**config.mk**
```make
export PLATFORM = sky130hd
export DESIGN_NAME = song_stream_sequencer_flat
export DESIGN_NICKNAME = d
export VERILOG_FILES = /design/src/rtl/song_stream_sequencer_if.sv /design/src/rtl/song_stream_sequencer.sv /design/src/flat_wrapper.sv
export SDC_FILE = /design/constraint.sdc
export NUM_CORES = 1
export LEC_CHECK = 0
export CORE_MARGIN = 2
export CORE_UTILIZATION = 60
export CTS_CLUSTER_SIZE = 10
export DETAILED_ROUTE_END_ITERATION = 7
export DONT_BUFFER_PORTS = 1
export GPL_TIMING_DRIVEN = 0
export PLACE_DENSITY_LB_ADDON = 0.25
export SLEW_MARGIN = 20
export SYNTH_ARGS = -nofsm -noshare
export SYNTH_HDL_FRONTEND = slang
export SYNTH_SLANG_ARGS = --single-unit
```
**constraint.sdc**
```tcl
create_clock -name clk -period 8.9 [get_ports clk]
set_clock_uncertainty 0.1 [all_clocks]
set_input_delay 1.78 -clock clk [delete_from_list [all_inputs] [get_ports clk]]
set_output_delay 1.78 -clock clk [all_outputs]
set_load 0.01 [all_outputs]
```
**src/rtl/song_stream_sequencer_if.sv**
```systemverilog
// Sequencer-side bundle: track select/play inputs, song ROM read port,
// decoder-feeder stream and flush handshake.
interface song_stream_sequencer_if #(
    parameter int ADDR_W = 15,
    parameter int DATA_W = 16
);
    logic [2:0]        current;
    logic              play;
    logic              rom_rd;
    logic [ADDR_W-1:0] rom_addr;
    logic [DATA_W-1:0] rom_data;
    logic [DATA_W-1:0] out_data;
    logic              out_valid;
    logic              out_ready;
    logic              flush;
    logic              flush_done;
    logic              auto_next;
    logic              busy;

    modport master (
        input  current, play, rom_data, out_ready, flush_done,
        output rom_rd, rom_addr, out_data, out_valid, flush, auto_next, busy
    );

    modport slave (
        output current, play, rom_data, out_ready, flush_done,
        input  rom_rd, rom_addr, out_data, out_valid, flush, auto_next, busy
    );
endinterface

```
**src/rtl/song_stream_sequencer.sv**
```systemverilog
// Streams the selected track's body from the song ROM to the decoder feeder,
// flushing the decoder on every track change and pulsing auto_next at track end.
module song_stream_sequencer #(
    parameter int SONG_NUM  = 5,
    parameter int SLOT_LOG2 = 12,
    parameter int ADDR_W    = 15,
    parameter int DATA_W    = 16
) (
    input  logic                    clk,
    input  logic                    rst,
    song_stream_sequencer_if.master bus
);

    if (ADDR_W < 3 + SLOT_LOG2) begin : g_addr_check
        $error("song_stream_sequencer: ADDR_W cannot hold 3 + SLOT_LOG2 bits");
    end
    if (SONG_NUM < 1 || SONG_NUM > 8) begin : g_song_check
        $error("song_stream_sequencer: SONG_NUM must be 1..8");
    end

    localparam int MAX_LEN = (1 << SLOT_LOG2) - 1;

    typedef enum logic [3:0] {
        ST_START, ST_FLUSH, ST_WAITF, ST_HDR, ST_HLAT,
        ST_RD, ST_LAT, ST_WAIT, ST_END, ST_HOLD
    } state_t;

    state_t               state;
    logic [2:0]           track_q;
    logic [SLOT_LOG2-1:0] idx;
    logic [SLOT_LOG2-1:0] len;

    logic                 change;
    logic                 handshake;
    logic [ADDR_W-1:0]    base;
    logic [SLOT_LOG2-1:0] idx_inc;
    logic [ADDR_W-1:0]    body_addr_cur;
    logic [ADDR_W-1:0]    body_addr_next;
    logic [31:0]          data_ext;
    logic [SLOT_LOG2-1:0] hdr_len;

    // Word 0 of each slot is the body length; body words follow at offset 1.
    assign change         = (bus.current != track_q);
    assign handshake      = bus.out_valid & bus.out_ready;
    assign base           = ADDR_W'({track_q, {SLOT_LOG2{1'b0}}});
    assign idx_inc        = idx + 1'b1;
    assign body_addr_cur  = base + ADDR_W'(idx) + ADDR_W'(1);
    assign body_addr_next = base + ADDR_W'(idx_inc) + ADDR_W'(1);
    assign data_ext       = 32'(bus.rom_data);
    assign hdr_len        = (data_ext > 32'(MAX_LEN)) ? SLOT_LOG2'(MAX_LEN)
                                                      : data_ext[SLOT_LOG2-1:0];

    // Outputs are registered alongside the state they belong to; rom_rd is
    // raised on entry to the reading state so the data lands one cycle later.
    always_ff @(posedge clk or posedge rst) begin
        if (rst) begin
            state         <= ST_START;
            track_q       <= '0;
            idx           <= '0;
            len           <= '0;
            bus.rom_rd    <= 1'b0;
            bus.rom_addr  <= '0;
            bus.out_data  <= '0;
            bus.out_valid <= 1'b0;
            bus.flush     <= 1'b0;
            bus.auto_next <= 1'b0;
            bus.busy      <= 1'b0;
        end else begin
            bus.rom_rd    <= 1'b0;
            bus.auto_next <= 1'b0;
            if (change && state != ST_START && state != ST_FLUSH) begin
                state         <= ST_FLUSH;
                bus.out_valid <= 1'b0;
                bus.flush     <= 1'b1;
                bus.busy      <= 1'b1;
            end else begin
                case (state)
                    ST_START: begin
                        state     <= ST_FLUSH;
                        bus.flush <= 1'b1;
                        bus.busy  <= 1'b1;
                    end
                    ST_FLUSH: begin
                        track_q       <= bus.current;
                        bus.out_valid <= 1'b0;
                        idx           <= '0;
                        state         <= ST_WAITF;
                    end
                    ST_WAITF: begin
                        if (bus.flush_done) begin
                            bus.flush    <= 1'b0;
                            bus.rom_rd   <= 1'b1;
                            bus.rom_addr <= base;
                            state        <= ST_HDR;
                        end
                    end
                    ST_HDR: state <= ST_HLAT;
                    ST_HLAT: begin
                        len <= hdr_len;
                        if (hdr_len == '0) begin
                            bus.auto_next <= 1'b1;
                            state         <= ST_END;
                        end else begin
                            bus.rom_rd   <= bus.play;
                            bus.rom_addr <= body_addr_cur;
                            state        <= ST_RD;
                        end
                    end
                    // A paused RD keeps rom_rd low; a read issued here moves on.
                    ST_RD: begin
                        if (bus.rom_rd) begin
                            state <= ST_LAT;
                        end else if (bus.play) begin
                            bus.rom_rd   <= 1'b1;
                            bus.rom_addr <= body_addr_cur;
                        end
                    end
                    ST_LAT: begin
                        bus.out_data  <= bus.rom_data;
                        bus.out_valid <= 1'b1;
                        state         <= ST_WAIT;
                    end
                    ST_WAIT: begin
                        if (handshake) begin
                            bus.out_valid <= 1'b0;
                            idx           <= idx_inc;
                            if (idx_inc == len) begin
                                bus.auto_next <= 1'b1;
                                state         <= ST_END;
                            end else begin
                                bus.rom_rd   <= bus.play;
                                bus.rom_addr <= body_addr_next;
                                state        <= ST_RD;
                            end
                        end
                    end
                    ST_END: begin
                        bus.busy <= 1'b0;
                        state    <= ST_HOLD;
                    end
                    ST_HOLD: state <= ST_HOLD;
                    default: state <= ST_START;
                endcase
            end
        end
    end

endmodule

```
**src/flat_wrapper.sv**
```systemverilog
// flat-port wrapper written by rule: the top's interface ports become plain ports
module song_stream_sequencer_flat 
#(
    parameter int SONG_NUM  = 5,
    parameter int SLOT_LOG2 = 12,
    parameter int ADDR_W    = 15,
    parameter int DATA_W    = 16
)
  (clk, rst, bus_current, bus_play, bus_rom_data, bus_out_ready, bus_flush_done, bus_rom_rd, bus_rom_addr, bus_out_data, bus_out_valid, bus_flush, bus_auto_next, bus_busy);
  song_stream_sequencer_if #(.ADDR_W(ADDR_W), .DATA_W(DATA_W)) bus_i ();
  input  logic clk;
  input  logic rst;
  input wire logic [$bits(bus_i.current)-1:0] bus_current;
  input wire logic [$bits(bus_i.play)-1:0] bus_play;
  input wire logic [$bits(bus_i.rom_data)-1:0] bus_rom_data;
  input wire logic [$bits(bus_i.out_ready)-1:0] bus_out_ready;
  input wire logic [$bits(bus_i.flush_done)-1:0] bus_flush_done;
  output wire logic [$bits(bus_i.rom_rd)-1:0] bus_rom_rd;
  output wire logic [$bits(bus_i.rom_addr)-1:0] bus_rom_addr;
  output wire logic [$bits(bus_i.out_data)-1:0] bus_out_data;
  output wire logic [$bits(bus_i.out_valid)-1:0] bus_out_valid;
  output wire logic [$bits(bus_i.flush)-1:0] bus_flush;
  output wire logic [$bits(bus_i.auto_next)-1:0] bus_auto_next;
  output wire logic [$bits(bus_i.busy)-1:0] bus_busy;
  assign bus_i.current = bus_current;
  assign bus_i.play = bus_play;
  assign bus_i.rom_data = bus_rom_data;
  assign bus_i.out_ready = bus_out_ready;
  assign bus_i.flush_done = bus_flush_done;
  assign bus_rom_rd = bus_i.rom_rd;
  assign bus_rom_addr = bus_i.rom_addr;
  assign bus_out_data = bus_i.out_data;
  assign bus_out_valid = bus_i.out_valid;
  assign bus_flush = bus_i.flush;
  assign bus_auto_next = bus_i.auto_next;
  assign bus_busy = bus_i.busy;
  song_stream_sequencer #(.SONG_NUM(SONG_NUM), .SLOT_LOG2(SLOT_LOG2), .ADDR_W(ADDR_W), .DATA_W(DATA_W)) u_core (.clk(clk), .rst(rst), .bus(bus_i));
endmodule
```
==> impl_metrics.xml, run 1 <==
<?xml version="1.0" encoding="UTF-8"?>
<metrics>
  <group name="cts">
    <metric name="hold_buffers" unit="">0</metric>
    <metric name="cts_setup_buffers" unit="">0</metric>
    <metric name="cts.clk_slew.worst_paths" unit="ns">0.07</metric>
    <metric name="ctsLongestPathBuffers" unit="">2</metric>
    <metric name="tritoncts" unit="">built</metric>
    <metric name="insertion_delay" unit="ns">0.34</metric>
    <metric name="cts_max_level" unit="">3</metric>
    <metric name="clock_sinks" unit="">67</metric>
    <metric name="clk_root_buffer_cell" unit="">sky130_fd_sc_hd__clkbuf_8</metric>
    <metric name="count_of_instances_resized_after_the_clock_tree_is_built" unit="">0</metric>
    <metric name="cts-buffers-inserted" unit="">9</metric>
  </group>
  <group name="detailed_routing">
    <metric name="drtPass1Iterations" unit="">5</metric>
    <metric name="antenna_violating_nets_post_route" unit="">0</metric>
    <metric name="detailroute.wirelength.met2" unit="microns">4540</metric>
    <metric name="detail_route.vias_per_cell" unit="">6.35</metric>
    <metric name="routed.top_layer" unit="">met4</metric>
    <metric name="drt_drc_violations_left" unit="">0</metric>
    <metric name="met3_length" unit="microns">850</metric>
    <metric name="wl" unit="microns">9910</metric>
    <metric name="drt-initial-drc-count" unit="">214</metric>
    <metric name="post_drt_wl_per_cell" unit="microns">17.4</metric>
    <metric name="wl_met1" unit="microns">4230</metric>
    <metric name="via_count_of_the_routed_design" unit="">3623</metric>
  </group>
  <group name="sta">
    <metric name="clock.fmax" unit="MHz">262</metric>
    <metric name="timing.final.crit_period" unit="ns">3.81</metric>
    <metric name="max-slew-margin-rel" unit="%">62.2</metric>
    <metric name="tightestPinTransition" unit="ns">0.565</metric>
    <metric name="grt_setup_unrepaired" unit="">false</metric>
    <metric name="report.final.hold_viol_count" unit="">0</metric>
    <metric name="tns" unit="ns">0</metric>
    <metric name="finalSetupViolations" unit="">0</metric>
    <metric name="final_max_slew_viol_count" unit="">0</metric>
    <metric name="post-route-period-util" unit="%">42.8</metric>
  </group>
  <group name="synth">
    <metric name="yosysWarnings" unit="">0</metric>
    <metric name="yosys.area.top_type_share" unit="%">39.8</metric>
    <metric name="synth_area" unit="sq um">4220</metric>
    <metric name="synth_fp_nets" unit="">484</metric>
    <metric name="share_of_synthesized_area_occupied_by_flip_flops_and_latches" unit="%">39.8</metric>
    <metric name="postSynthAreaPerCell" unit="sq um">9.21</metric>
    <metric name="yosys_most_used_dff" unit="">sky130_fd_sc_hd__dfrtp_1</metric>
    <metric name="number_of_enable_type_register_cells_in_the_synthesized_netlist" unit="">0</metric>
    <metric name="post_synth_main_area_contributors" unit="">sky130_fd_sc_hd__dfrtp_1 (40%), sky130_fd_sc_hd__o21ai_0 (6.2%), sky130_fd_sc_hd__mux2_2 (5.9%)</metric>
    <metric name="ys_ff_latch" unit="">67</metric>
    <metric name="yosys.cell_count.top_type" unit="">sky130_fd_sc_hd__dfrtp_1</metric>
    <metric name="post_synth_num_cell_types" unit="">66</metric>
    <metric name="synth_cells" unit="">458</metric>
    <metric name="postSynth.asyncResetShare" unit="%">100</metric>
    <metric name="yosys.area.top_type" unit="">sky130_fd_sc_hd__dfrtp_1</metric>
    <metric name="synth.cells.most_frequent" unit="">sky130_fd_sc_hd__dfrtp_1 (67), sky130_fd_sc_hd__o21ai_0 (52), sky130_fd_sc_hd__nand2_1 (42)</metric>
  </group>
  <group name="global_route">
    <metric name="largest_net_degree_at_the_start_of_global_routing" unit="">42</metric>
    <metric name="grt.overflow.total" unit="">0</metric>
    <metric name="via_count_of_the_first_global_routing_pass" unit="">3435</metric>
    <metric name="antenna_found_initial" unit="">0</metric>
    <metric name="grt_usage" unit="%">26.8</metric>
    <metric name="grt_pass1_wl" unit="microns">16100</metric>
  </group>
  <group name="critical_path">
    <metric name="ws_path_type" unit="">in -&gt; reg</metric>
    <metric name="worst_setup_path_start_kind" unit="">primary input</metric>
    <metric name="crit_arrival" unit="ns">3.93</metric>
    <metric name="worst_ep_required_time" unit="ns">9.02</metric>
    <metric name="critical_path_capture_point_type" unit="">register</metric>
    <metric name="number_of_cell_instances_on_the_worst_register_to_register_path" unit="">12</metric>
    <metric name="critical_path.max_fanout" unit="">10</metric>
  </group>
  <group name="floorplanning">
    <metric name="die_width" unit="microns">87.8</metric>
    <metric name="fp-row-count" unit="">30</metric>
    <metric name="die_h" unit="microns">87.8</metric>
    <metric name="design.die.area" unit="sq um">7710</metric>
    <metric name="design.core.area" unit="sq um">6790</metric>
    <metric name="floorplan.initialDensity" unit="%">62.1</metric>
    <metric name="io_pins" unit="">60</metric>
  </group>
  <group name="status">
    <metric name="result_of_the_run" unit="">completed</metric>
  </group>
  <group name="placed_design">
    <metric name="gp_routability_congestion" unit="">0.873</metric>
    <metric name="place.detailed.hpwl" unit="microns">7110</metric>
    <metric name="port_buffers" unit="">0</metric>
  </group>
  <group name="pwr">
    <metric name="power" unit="mW">1.14</metric>
    <metric name="power_leakage" unit="nW">1.96</metric>
    <metric name="cellPowerDensity" unit="nW/um^2">248</metric>
    <metric name="ir_drop" unit="mV">0.164</metric>
  </group>
  <group name="layout">
    <metric name="fin_nets" unit="">496</metric>
    <metric name="synth_to_layout_area_growth" unit="%">8.78</metric>
    <metric name="antennaDiodeCount" unit="">0</metric>
    <metric name="drive_above_1_share" unit="%">14.1</metric>
  </group>
  <group name="hold_path">
    <metric name="min_path_type" unit="">reg -&gt; reg</metric>
    <metric name="worstHoldPathCells" unit="">2</metric>
  </group>
  <group name="run">
    <metric name="cap_viol_max_count" unit="">0</metric>
  </group>
</metrics>
report_power, final:
group          leakage (nW)  switching (mW)  internal (mW)
clock network         0.113           0.116          0.173
registers             0.881          0.0967          0.392
logic                 0.970           0.196          0.164
layer usage:
| metal | track usage, % | vias to the layer above |
|---|---|---|
| li1 | - | 1668 |
| met1 | 36.0 | 1703 |
| met2 | 42.0 | 219 |
| met3 | 5.66 | 33 |
| met4 | 11.6 | 0 |
| met5 | 0 | - |
layout by cell type, fill, tap and decap left out, types with 7 or more instances in the layout:
cell                       instances
sky130_fd_sc_hd__o21ai_0          52
sky130_fd_sc_hd__nand2b_1          9
sky130_fd_sc_hd__nand3_1          17
sky130_fd_sc_hd__nand2_1          42
sky130_fd_sc_hd__dfrtp_1          67
sky130_fd_sc_hd__inv_1             7
sky130_fd_sc_hd__mux2_2           22
sky130_fd_sc_hd__mux2_4            9
sky130_fd_sc_hd__xor2_1           10
sky130_fd_sc_hd__a21oi_1          18
sky130_fd_sc_hd__clkbuf_8         11
sky130_fd_sc_hd__clkbuf_1         25
sky130_fd_sc_hd__nor3_1           13
sky130_fd_sc_hd__xnor2_1          19
sky130_fd_sc_hd__nor2_1           33
worst max-delay path: stages:
cell and delay [ns]:
sky130_fd_sc_hd__xnor2_1 0.12, sky130_fd_sc_hd__nand3_1 0.33, sky130_fd_sc_hd__inv_1 0.27, sky130_fd_sc_hd__nand2_1 0.10, sky130_fd_sc_hd__nor2_1 0.47, sky130_fd_sc_hd__clkbuf_1 0.46, sky130_fd_sc_hd__mux2_2 0.40
worst paths after layout:
kind	slack (ns)	startpoint	to
setup / recovery	5.09	bus_current[2]	u_core.bus.out_data[3]$_DFFE_PP0P_
hold / removal	0.42	u_core.len[9]$_DFFE_PP0P_	u_core.len[9]$_DFFE_PP0P_
setup reg to reg	5.56	u_core.idx[0]$_DFFE_PP0P_	u_core.bus.rom_addr[1]$_DFFE_PP0P_
hold reg to reg	0.42	u_core.len[9]$_DFFE_PP0P_	u_core.len[9]$_DFFE_PP0P_
max in group asynchronous	7.00	rst	u_core.len[7]$_DFFE_PP0P_
min in group asynchronous	1.18	rst	u_core.bus.busy$_DFFE_PP0P_
area by class of cell:
type / instances / area, sq um
Inverter: 8 / 32.5
Multi-Input combinational cell: 349 / 2350
Sequential cell: 67 / 1680
Clock inverter: 4 / 72.6
Tap cell: 96 / 120
Timing Repair Buffer: 1 / 20.0
Buffer: 34 / 159
Clock buffer: 12 / 155
Fill cell: 541 / 2210
per-stage QoR:
step	utilization, %	worst slack (ns)	std cells	hold slack (ns)	instance area, sq um
after floorplan	-	5.15	458	0.369	4220
after global placement	63.8	4.71	554	0.388	4340
after detailed placement	64.2	4.76	555	0.404	4360
after CTS	67.5	5.12	571	0.420	4590
after global routing	67.5	4.88	571	0.454	4590
final	67.5	5.09	571	0.416	4590
flip-flops by register name (all words and copies together), names as in the netlist:
name                  count
u_core.bus.auto_next      1
u_core.bus.busy           1
u_core.bus.flush          1
u_core.bus.out_data      16
u_core.bus.out_valid      1
u_core.bus.rom_addr      15
u_core.bus.rom_rd         1
u_core.idx               12
u_core.len               12
u_core.state              4
u_core.track_q            3
logic make-up (layout without fill, tap and decap cells):
logic type / count (synthesis) / in the layout / synth area share (%)
AOI/OAI and AO/OA: 114 / 114 / 16.8
and+or+nand+nor: 167 / 167 / 20.9
DFF: 67 / 67 / 39.8
adders and majority gates: 2 / 2 / 0.593
muxes: 34 / 34 / 9.85
buffers and inverters: 42 / 59 / 4.48
xor gates and xnor gates: 32 / 32 / 7.63
Power figures use the tool's default switching activity.
==> inputs of run 2 (changes only) <==
clock period = 3.7 ns   (was 8.9 ns; I/O delays follow)
==> results of run 2 <==
Same layout as run 1 (identical final DEF). Status: completed.
Main changes from that run: setup slack after placement 4.76 ns -> 0.402 ns; setup slack after layout 5.09 ns -> 0.365 ns; hold slack 0.416 ns -> 0.137 ns; start point of the critical path bus_current[2] -> u_core.idx[0]$_DFFE_PP0P_; end point of the critical path u_core.bus.out_data[3]$_DFFE_PP0P_ -> u_core.bus.rom_addr[1]$_DFFE_PP0P_; register-to-register setup slack 5.56 ns -> 0.36 ns; total power 1.14 mW -> 2.74 mW; worst IR drop on VDD 0.164 mV -> 0.395 mV
==> inputs of run 3 (changes only) <==
CTS_CLUSTER_SIZE = 20   (was 10)
==> results of run 3 <==
Same layout as run 1 (identical final DEF). Status: completed.
Main changes from that run: setup slack after placement 4.76 ns -> 0.402 ns; setup slack after layout 5.09 ns -> 0.365 ns; hold slack 0.416 ns -> 0.137 ns; start point of the critical path bus_current[2] -> u_core.idx[0]$_DFFE_PP0P_; end point of the critical path u_core.bus.out_data[3]$_DFFE_PP0P_ -> u_core.bus.rom_addr[1]$_DFFE_PP0P_; register-to-register setup slack 5.56 ns -> 0.36 ns; total power 1.14 mW -> 2.74 mW; worst IR drop on VDD 0.164 mV -> 0.395 mV
